## src/rtl/serial_subtractor_pkg.sv

```systemverilog
// Shared types and helpers for the bit-serial subtractor.
package serial_subtractor_pkg;

  // Width used by the default-configured block and its result record.
  localparam int DEFAULT_WIDTH = 8;

  // Operation phases of the serial subtractor.
  typedef enum logic [1:0] {
    IDLE = 2'b00,
    RUN  = 2'b01,
    DONE = 2'b10
  } state_t;

  // Result record returned over the output handshake (default width).
  typedef struct packed {
    logic [DEFAULT_WIDTH-1:0] diff;
    logic                     borrow;
  } result_t;

  // Bit-counter width: clog2 of the operand width, never below one bit.
  function automatic int cnt_width(input int w);
    return (w <= 2) ? 1 : $clog2(w);
  endfunction

endpackage

```

## src/rtl/serial_subtractor_full_subtractor_cell.sv

```systemverilog
// Single-bit full subtractor built from gate primitives:
//   d    = ai ^ bi ^ bin
//   bout = (~ai & bi) | (~(ai ^ bi) & bin)
module full_subtractor_cell (
  input  logic ai,
  input  logic bi,
  input  logic bin,
  output logic d,
  output logic bout
);

  logic ab_x;
  logic ai_n;
  logic ab_xn;
  logic gen_b;
  logic prop_b;

  // Difference bit: parity of all three inputs.
  xor g_x1 (ab_x, ai, bi);
  xor g_x2 (d, ab_x, bin);

  // Borrow is generated when ai=0, bi=1.
  not g_n1 (ai_n, ai);
  and g_a1 (gen_b, ai_n, bi);

  // Incoming borrow propagates when ai == bi.
  not g_n2 (ab_xn, ab_x);
  and g_a2 (prop_b, ab_xn, bin);

  or  g_o1 (bout, gen_b, prop_b);

endmodule

```

## src/rtl/serial_subtractor.sv

```systemverilog
// Bit-serial subtractor: computes a - b LSB first, one bit per clock,
// through a single full-subtractor cell with the borrow held in a flop.
// Operands arrive on one valid/ready handshake, the result leaves on another.
module serial_subtractor
  import serial_subtractor_pkg::*;
#(
  parameter int WIDTH = 8
) (
  input  logic             clock,
  input  logic             reset,
  input  logic             in_valid,
  output logic             in_ready,
  input  logic [WIDTH-1:0] a,
  input  logic [WIDTH-1:0] b,
  output logic             out_valid,
  input  logic             out_ready,
  output logic [WIDTH-1:0] diff,
  output logic             borrow
);

  localparam int CW = cnt_width(WIDTH);
  localparam logic [CW-1:0] LAST_BIT = CW'(WIDTH - 1);

  state_t           state_reg;
  logic [WIDTH-1:0] a_sr_reg;
  logic [WIDTH-1:0] b_sr_reg;
  logic [WIDTH-1:0] res_sr_reg;
  logic             borrow_reg;
  logic [CW-1:0]    count_reg;
  logic             in_ready_reg;
  logic             out_valid_reg;

  logic             cell_d;
  logic             cell_bout;

  // The one and only arithmetic element: works on the current LSBs.
  full_subtractor_cell u_cell (
    .ai   (a_sr_reg[0]),
    .bi   (b_sr_reg[0]),
    .bin  (borrow_reg),
    .d    (cell_d),
    .bout (cell_bout)
  );

  // Control FSM and datapath registers; handshake flags are registered
  // alongside the state so no output follows an input combinationally.
  always_ff @(posedge clock) begin
    if (reset) begin
      state_reg     <= IDLE;
      a_sr_reg      <= '0;
      b_sr_reg      <= '0;
      res_sr_reg    <= '0;
      borrow_reg    <= 1'b0;
      count_reg     <= '0;
      in_ready_reg  <= 1'b1;
      out_valid_reg <= 1'b0;
    end else begin
      case (state_reg)
        IDLE: begin
          if (in_valid) begin
            a_sr_reg     <= a;
            b_sr_reg     <= b;
            borrow_reg   <= 1'b0;
            count_reg    <= '0;
            in_ready_reg <= 1'b0;
            state_reg    <= RUN;
          end
        end

        RUN: begin
          // Result fills from the top; after WIDTH shifts bit 0 holds the LSB.
          res_sr_reg <= {cell_d, res_sr_reg[WIDTH-1:1]};
          a_sr_reg   <= a_sr_reg >> 1;
          b_sr_reg   <= b_sr_reg >> 1;
          borrow_reg <= cell_bout;
          count_reg  <= count_reg + 1'b1;
          if (count_reg == LAST_BIT) begin
            out_valid_reg <= 1'b1;
            state_reg     <= DONE;
          end
        end

        DONE: begin
          // Result and borrow stay frozen until the consumer takes them;
          // in_ready only returns on the following cycle.
          if (out_ready) begin
            out_valid_reg <= 1'b0;
            in_ready_reg  <= 1'b1;
            state_reg     <= IDLE;
          end
        end

        default: begin
          out_valid_reg <= 1'b0;
          in_ready_reg  <= 1'b1;
          state_reg     <= IDLE;
        end
      endcase
    end
  end

  assign in_ready  = in_ready_reg;
  assign out_valid = out_valid_reg;
  assign diff      = res_sr_reg;
  assign borrow    = borrow_reg;

endmodule

```

## config.mk

```make
export PLATFORM = sky130hd
export DESIGN_NAME = serial_subtractor
export DESIGN_NICKNAME = d
export VERILOG_FILES = /design/src/rtl/serial_subtractor_pkg.sv /design/src/rtl/serial_subtractor_full_subtractor_cell.sv /design/src/rtl/serial_subtractor.sv
export SDC_FILE = /design/constraint.sdc
export NUM_CORES = 1
export LEC_CHECK = 0
export ABC_AREA = 1
export CAP_MARGIN = 10
export CORE_MARGIN = 2
export CORE_UTILIZATION = 52
export CTS_BUF_LIST = sky130_fd_sc_hd__clkbuf_4 sky130_fd_sc_hd__clkbuf_8 sky130_fd_sc_hd__clkbuf_16
export DETAILED_ROUTE_END_ITERATION = 10
export PLACE_DENSITY = 0.83
export SLEW_MARGIN = 5
export SYNTH_ARGS = -nofsm -noshare
export SYNTH_HDL_FRONTEND = slang
export SYNTH_SLANG_ARGS = --single-unit
```

## constraint.sdc

```tcl
create_clock -name clock -period 2.6 [get_ports clock]
set_clock_uncertainty 0.15 [all_clocks]
set_input_delay 0.39 -clock clock [delete_from_list [all_inputs] [get_ports clock]]
set_output_delay 0.39 -clock clock [all_outputs]
set_load 0.1 [all_outputs]
```

==> metrics.md, run 1 <==
| Metric | Value |
|---|---|
| Final setup viols | `0` |
| #FFs+latches synth | `32` |
| Most frequent cells in the layout | `dfxtp_1 (32), clkdlybuf4s50_1 (19), a21oi_1 (18), o21ai_0 (18), nor2_1 (16)` |
| CP max stage delay | `0.60 ns` |
| TritonCTS clock tree | `done` |
| Tightest Pin Transition | `0.5936 ns` |
| Fillcell total | `201` |
| Max Slew Vio Count | `0` |
| Pin count of the biggest net entering global routing | `31` |
| CTS Buffer Depth | `2` |
| Worst-skew pair later-pin latency | `0.33 ns` |
| Highest fanout seen on the critical path | `25` |
| Die area | `3010 sq um` |
| Most common cell after layout, fill and taps aside | `dfxtp_1` |
| Total power | `0.001130 W` |
| Placed inst area | `1593 sq um` |
| Layout area overhead | `23.26%` |
| Synth top area cells | `dfxtp_1 (48%), a21oi_1 (6.7%), o21ai_0 (6.7%)` |
| Die height | `54.86 um` |
| Detailed Place HPWL | `1.810 mm` |
| H-tree levels | `2` |
| Fmax | `548.8 MHz` |
| Crit path kind | `input port to flip-flop` |
| Average wire per standard cell | `12.65 um` |
| CTS buffer count | `5` |
| Crit path launch type | `input port` |
| Core area | `2455 sq um` |
| CP arrival | `1.92 ns` |
| Layout cells sized above 1 | `0.2000` |
| DR vias/cell | `5.429` |
| Critical-path cell list | `clkdlybuf4s50_1, inv_1, o21ai_0, a21oi_1` |
| Avg Cell Area, Syn | `8.849 sq um` |
| First-pass GRT wire length | `4.429 mm` |
| Setup crit end kind | `flip-flop` |
| Number of hold violations in the final report | `0` |
| Initial antenna violation count | `0` |
| Site Rows | `18` |
| Delay-heaviest family, CP | `buffers and inverters` |
| Max Cap Viol | `0` |
| Cell area after layout | `1658 sq um` |
| RSZ-0062 raised after global routing | `no` |
| Total track usage | `0.2087` |
| Normalized max-slew margin | `0.6038` |
| I/O pins | `31` |
| Yosys top cell by area | `dfxtp_1` |
| Final core utilization | `0.6753` |
| Vias in the first global route | `1,045` |
| Distinct cells, synth | `25` |
| Antenna diodes | `0` |
| # Post-CTS Setup Buffers | `0` |
| Final wirelength | `2.656 mm` |
| Post_cts resized | `0` |
| Net Count, Synth | `175` |
| Crit path buf inv count | `2` |
| Min Tclk post-route | `1.822 ns` |
| Via count | `1,140` |
| Setup TNS | `0 ns` |
| Worst endpoint required time | `2.70 ns` |
| Clk root buf | `clkbuf_4` |
| # nets final | `203` |
| Slowest CP cell | `clkdlybuf4s50_1` |
| Worst Hold Class | `flip-flop to flip-flop` |
| Ratio of final minimum period to clock period | `0.7008` |
| Synth Warn # | `0` |
| Placer congestion estimate | `0.8362` |
| Seq/Total Area, Yosys | `0.4763` |
| # hold bufs at CTS | `0` |
| Placement Setup Slack | `0.4554 ns` |
| # clock sinks | `32` |
| DR pass1 iterations | `4` |
| Final worst slack | `0.7779 ns` |
| Status | `finished clean` |
| Pwr per Cell Area | `681.8 nW/um^2` |
| Leakage | `0.6592 nW` |
| GR Overflow Total | `0` |
| Post-Synthesis Cells | `152` |
| DRC | `0` |
| Starting density of the core | `0.5479` |
| Mapped Area | `1345 sq um` |
| Peak VDD IR | `448.5 uV` |
| PortBufs | `30` |
| Width of the chip | `54.86 um` |
| Share of the synthesized area in the top cell type | `0.4763` |
| ANT nets after route | `0` |
| DR iter-0 viols | `16` |
| Clock slew at reported path FFs | `0.09 ns` |
## final cells by class
class	count	area (sq um)	share of cell area
inverter	6	32.53	0.01962
multi-input combinational	105	609.3	0.3675
timing repair buffer	30	272.8	0.1645
tap	30	37.54	0.02264
clock buffer	7	65.06	0.03925
sequential	32	640.6	0.3864
## metrics by stage
step                      hold slack (ns)  instances
after detailed placement           0.3161        203
after floorplan                    0.2789        152
after CTS                          0.3313        210
after global placement             0.3051        203
after global routing               0.3483        210
final                              0.3249        210
## report_power, final
group	switching [W]	internal, W	leakage [nW]
combinational	0.000177	0.0000849	0.357
clock	0.000156	0.000153	0.0374
sequential	0.0000285	0.000531	0.264
## logic make-up (layout without fill, tap and decap cells)
kind of cell | count (synthesis) | after routing | synth area share
DFF | 32 | 32 | 0.4763
AOI/OAI and AO/OA | 62 | 62 | 0.2614
buffers and inverters | 15 | 43 | 0.07070
adders and majority gates | 3 | 3 | 0.03349
and+or+nand+nor | 40 | 40 | 0.1581
## synth_stat cells, drive strengths merged
| cell type | count |
|---|---|
| a21o | 1 |
| a21oi | 23 |
| buf | 6 |
| clkbuf | 3 |
| clkinv | 1 |
| dfxtp | 32 |
| fa | 1 |
| ha | 2 |
| inv | 5 |
| nand2 | 19 |
| nand3 | 3 |
| nor2 | 17 |
| nor3 | 1 |
| o21a | 1 |
| o21ai | 23 |
| o22ai | 14 |
## worst paths after layout
check | cells after the start | startpoint | endpoint | slack, ns
worst max-delay path | 4 | reset | a_sr_reg[0]$_SDFFE_PP0P_ | 0.78
worst min-delay path | 2 | out_valid$_SDFFE_PP0P_ | out_valid$_SDFFE_PP0P_ | 0.32
worst max register to register | 4 | state_reg[0]$_SDFFE_PP0P_ | a_sr_reg[0]$_SDFFE_PP0P_ | 1.07
worst min register to register | 2 | out_valid$_SDFFE_PP0P_ | out_valid$_SDFFE_PP0P_ | 0.32
## metal layers
metal | vias up | global-route usage | part of all wire
met4 | 0 | 0.1042 | 0.019
met2 | 26 | 0.3294 | 0.46
met3 | 7 | 0.05738 | 0.051
met1 | 521 | 0.2589 | 0.47
li1 | 586 | - | -
met5 | - | 0 | 0
## worst min-delay path, delay by kind of cell (launching register included)
kind / cells / cell delay, ns
compound gates: 1 / 0.05
flops: 1 / 0.32
simple gates: 1 / 0.06
No activity file was read; power rests on OpenSTA's default activity.
==> inputs of run 2 (changes only) <==
--- a/config.mk
+++ b/config.mk
@@ -8,10 +8,10 @@
 export ABC_AREA = 1
 export CAP_MARGIN = 10
 export CORE_MARGIN = 2
-export CORE_UTILIZATION = 52
+export CORE_UTILIZATION = 44
 export CTS_BUF_LIST = sky130_fd_sc_hd__clkbuf_4 sky130_fd_sc_hd__clkbuf_8 sky130_fd_sc_hd__clkbuf_16
 export DETAILED_ROUTE_END_ITERATION = 10
-export PLACE_DENSITY = 0.83
+export PLACE_DENSITY = 0.74
 export SLEW_MARGIN = 5
 export SYNTH_ARGS = -nofsm -noshare
 export SYNTH_HDL_FRONTEND = slang
==> constraint.sdc (replaced) <==
create_clock -name clock -period 1.47 [get_ports clock]
set_clock_uncertainty 0.15 [all_clocks]
set_input_delay 0.2205 -clock clock [delete_from_list [all_inputs] [get_ports clock]]
set_output_delay 0.2205 -clock clock [all_outputs]
set_load 0.1 [all_outputs]
==> metrics.md, run 2 (synthesized netlist as in run 1, its figures left out) <==
| Metric | Value |
|---|---|
| Peak VDD IR | `716.4 uV (+60%)` |
| Worst R2R Setup Slack | `0.07 ns (-1.00 ns)` |
| WHS Path Cells | `3 (+1)` |
| DRC | `0 (unchanged)` |
| Die height | `59.29 um (+8.1%)` |
| Non-filler cells, final | `219 (+4.3%)` |
| Crit path kind | `flip-flop to flip-flop` |
| Clk root buf | `clkbuf_4` |
| Layout cells sized above 1 | `0.2419 (+0.04194)` |
| Highest fanout seen on the critical path | `3 (-88%)` |
| DR vias/cell | `5.342 (-1.6%)` |
| Fmax | `712.5 MHz` |
| Ratio of final minimum period to clock period | `0.9548` |
| Setup crit end kind | `flip-flop` |
| Final worst slack | `0.06640 ns (-0.7115 ns)` |
| TritonCTS clock tree | `done` |
| Leakage | `0.7359 nW (+12%)` |
| Initial antenna violation count | `0 (unchanged)` |
| Placer congestion estimate | `0.7725 (-7.6%)` |
| Crit path launch type | `flip-flop` |
| Starting density of the core | `0.4517 (-0.09623)` |
| Core area | `2978 sq um (+21%)` |
| Clock power share | `0.282 (+0.009)` |
| RR Endpoint | `out_valid$_SDFFE_PP0P_` |
| Detailed Place HPWL | `1.954 mm (+8.0%)` |
| Worst R2R Path Depth | `6 (+2)` |
| DR iter-0 viols | `35 (+19)` |
| CTS Buffer Depth | `2 (unchanged)` |
| Final setup viols | `0 (unchanged)` |
| First-pass GRT wire length | `4.719 mm (+6.5%)` |
| Antenna diodes | `0 (unchanged)` |
| PortBufs | `30 (unchanged)` |
| Vias in the first global route | `1,085 (+3.8%)` |
| # nets final | `208 (+2.5%)` |
| GR Overflow Total | `0 (unchanged)` |
| Worst Hold Class | `input port to flip-flop` |
| RSZ-0062 raised after global routing | `no` |
| Total track usage | `0.1816 (-0.02708)` |
| Placement Setup Slack | `-0.1231 ns (-0.5785 ns)` |
| P_int | `0.001475 W (+92%)` |
| Max Slew Vio Count | `0 (unchanged)` |
| Psw | `0.0006870 W (+90%)` |
| Most common cell after layout, fill and taps aside | `dfxtp_1` |
| CP arrival | `1.52 ns (-0.40 ns)` |
| # clock sinks | `32 (unchanged)` |
| Hold path endpoint | `a_sr_reg[7]$_SDFFE_PP0P_` |
| DR pass1 iterations | `4 (unchanged)` |
| ANT nets after route | `0 (unchanged)` |
| HP Start | `a[7]` |
| Max Cap Viol | `0 (unchanged)` |
| Reg2Reg Launch Point | `count_reg[0]$_SDFFE_PP0P_` |
| Worst-skew pair later-pin latency | `0.34 ns (about the same)` |
| Sequential Power Share | `0.462 (-0.033)` |
| Most frequent cells in the layout | `dfxtp_1 (29), clkdlybuf4s50_1 (19), a21oi_1 (18), o21ai_0 (18), nor2_1 (16)` |
| Clock slew at reported path FFs | `0.10 ns (about the same)` |
| Normalized max-slew margin | `0.7250 (+0.1212)` |
| Final wirelength | `2.816 mm (+6.0%)` |
| H-tree levels | `2 (unchanged)` |
| Width of the chip | `59.29 um (+8.1%)` |
| Fillcell total | `266 (+32%)` |
| Worst endpoint required time | `1.59 ns (-1.11 ns)` |
| Number of hold violations in the final report | `0 (unchanged)` |
| Placed cells | `211 (+3.9%)` |
| Combinational Power Share | `0.256 (+0.024)` |
| Average wire per standard cell | `12.86 um (+1.7%)` |
| # hold bufs at CTS | `0 (unchanged)` |
| Die area | `3515 sq um (+17%)` |
| Tightest Pin Transition | `0.4093 ns (-0.1843 ns)` |
| Switching Share | `0.3178 (-0.001850)` |
| Min Tclk post-route | `1.404 ns` |
| Pwr per Cell Area | `1146 nW/um^2 (+68%)` |
| CTS buffer count | `5 (unchanged)` |
| Status | `finished clean` |
| Setup TNS | `0 ns (unchanged)` |
| Site Rows | `20 (+2)` |
| Total power | `0.002162 W (+91%)` |
| I/O pins | `31 (unchanged)` |
| Pin count of the biggest net entering global routing | `31 (unchanged)` |
| Via count | `1,170 (+2.6%)` |
| Layout area overhead | `40.28%` |
| Final hold slack | `0.2865 ns (-0.03839 ns)` |
==> run 2: worst max path at each step <==
stage	cells past startpoint	start	endpoint	slack, ns
floorplan	2	diff[1]$_SDFFE_PP0P_	diff[0]$_SDFFE_PP0P_	0.02
global placement	5	in_valid	a_sr_reg[7]$_SDFFE_PP0P_	-0.1
detailed placement	5	in_valid	a_sr_reg[7]$_SDFFE_PP0P_	-0.12
CTS	6	count_reg[0]$_SDFFE_PP0P_	out_valid$_SDFFE_PP0P_	0.05
global route	6	count_reg[0]$_SDFFE_PP0P_	out_valid$_SDFFE_PP0P_	0.01
finish	6	count_reg[0]$_SDFFE_PP0P_	out_valid$_SDFFE_PP0P_	0.07
==> run 2: routing by layer <==
layer / GRT usage / vias up / routed length [um]
met2: 0.3077 / 20 / 1424
met3: 0.06550 / 7 / 133
met1: 0.2079 / 547 / 1213
met4: 0.06818 / 0 / 44
li1: - / 596 / -
met5: 0 / - / 0
==> run 2: per-stage QoR <==
step	area [sq um]	utilization
CTS	1878	0.6307
global route	1887	0.6336
floorplan	1350	-
finish	1887	0.6336
detailed placement	1802	0.6050
global placement	1802	0.6050
==> run 2: critical path: stages (launching register included) <==
cell     delay [ns]
dfxtp_1        0.33
ha_1           0.20
ha_1           0.22
a21o_1         0.19
nand2_1        0.05
nand2_1        0.05
a21oi_1        0.15
==> run 2: what timing repair did <==
item | CTS | global route
gates cloned | 0 | 0
buffers inserted | 0 | 0
gates resized for setup | 1 | 1
setup endpoints to repair | 7 | 4
==> run 2: area by class of cell <==
type | instances | area, sq um | share of cell area
inverter | 6 | 32.53 | 0.01724
multi-input combinational | 105 | 618.1 | 0.3276
tap | 33 | 41.29 | 0.02188
clock buffer | 7 | 70.07 | 0.03714
clock inverter | 1 | 5.005 | 0.002653
sequential | 32 | 646.9 | 0.3428
timing repair buffer | 35 | 473.0 | 0.2507
==> run 2: power groups by stage <==
stage	Sequential, W	Combinational, W	Clock (W)
6_report	0.000999	0.000552	0.000610
3_5_place_dp	0.00102	0.000550	0
3_3_place_gp	0.00102	0.000540	0
4_1_cts	0.00100	0.000552	0.000615
2_1_floorplan	0.00116	0.000200	0
5_1_grt	0.00101	0.000588	0.000667
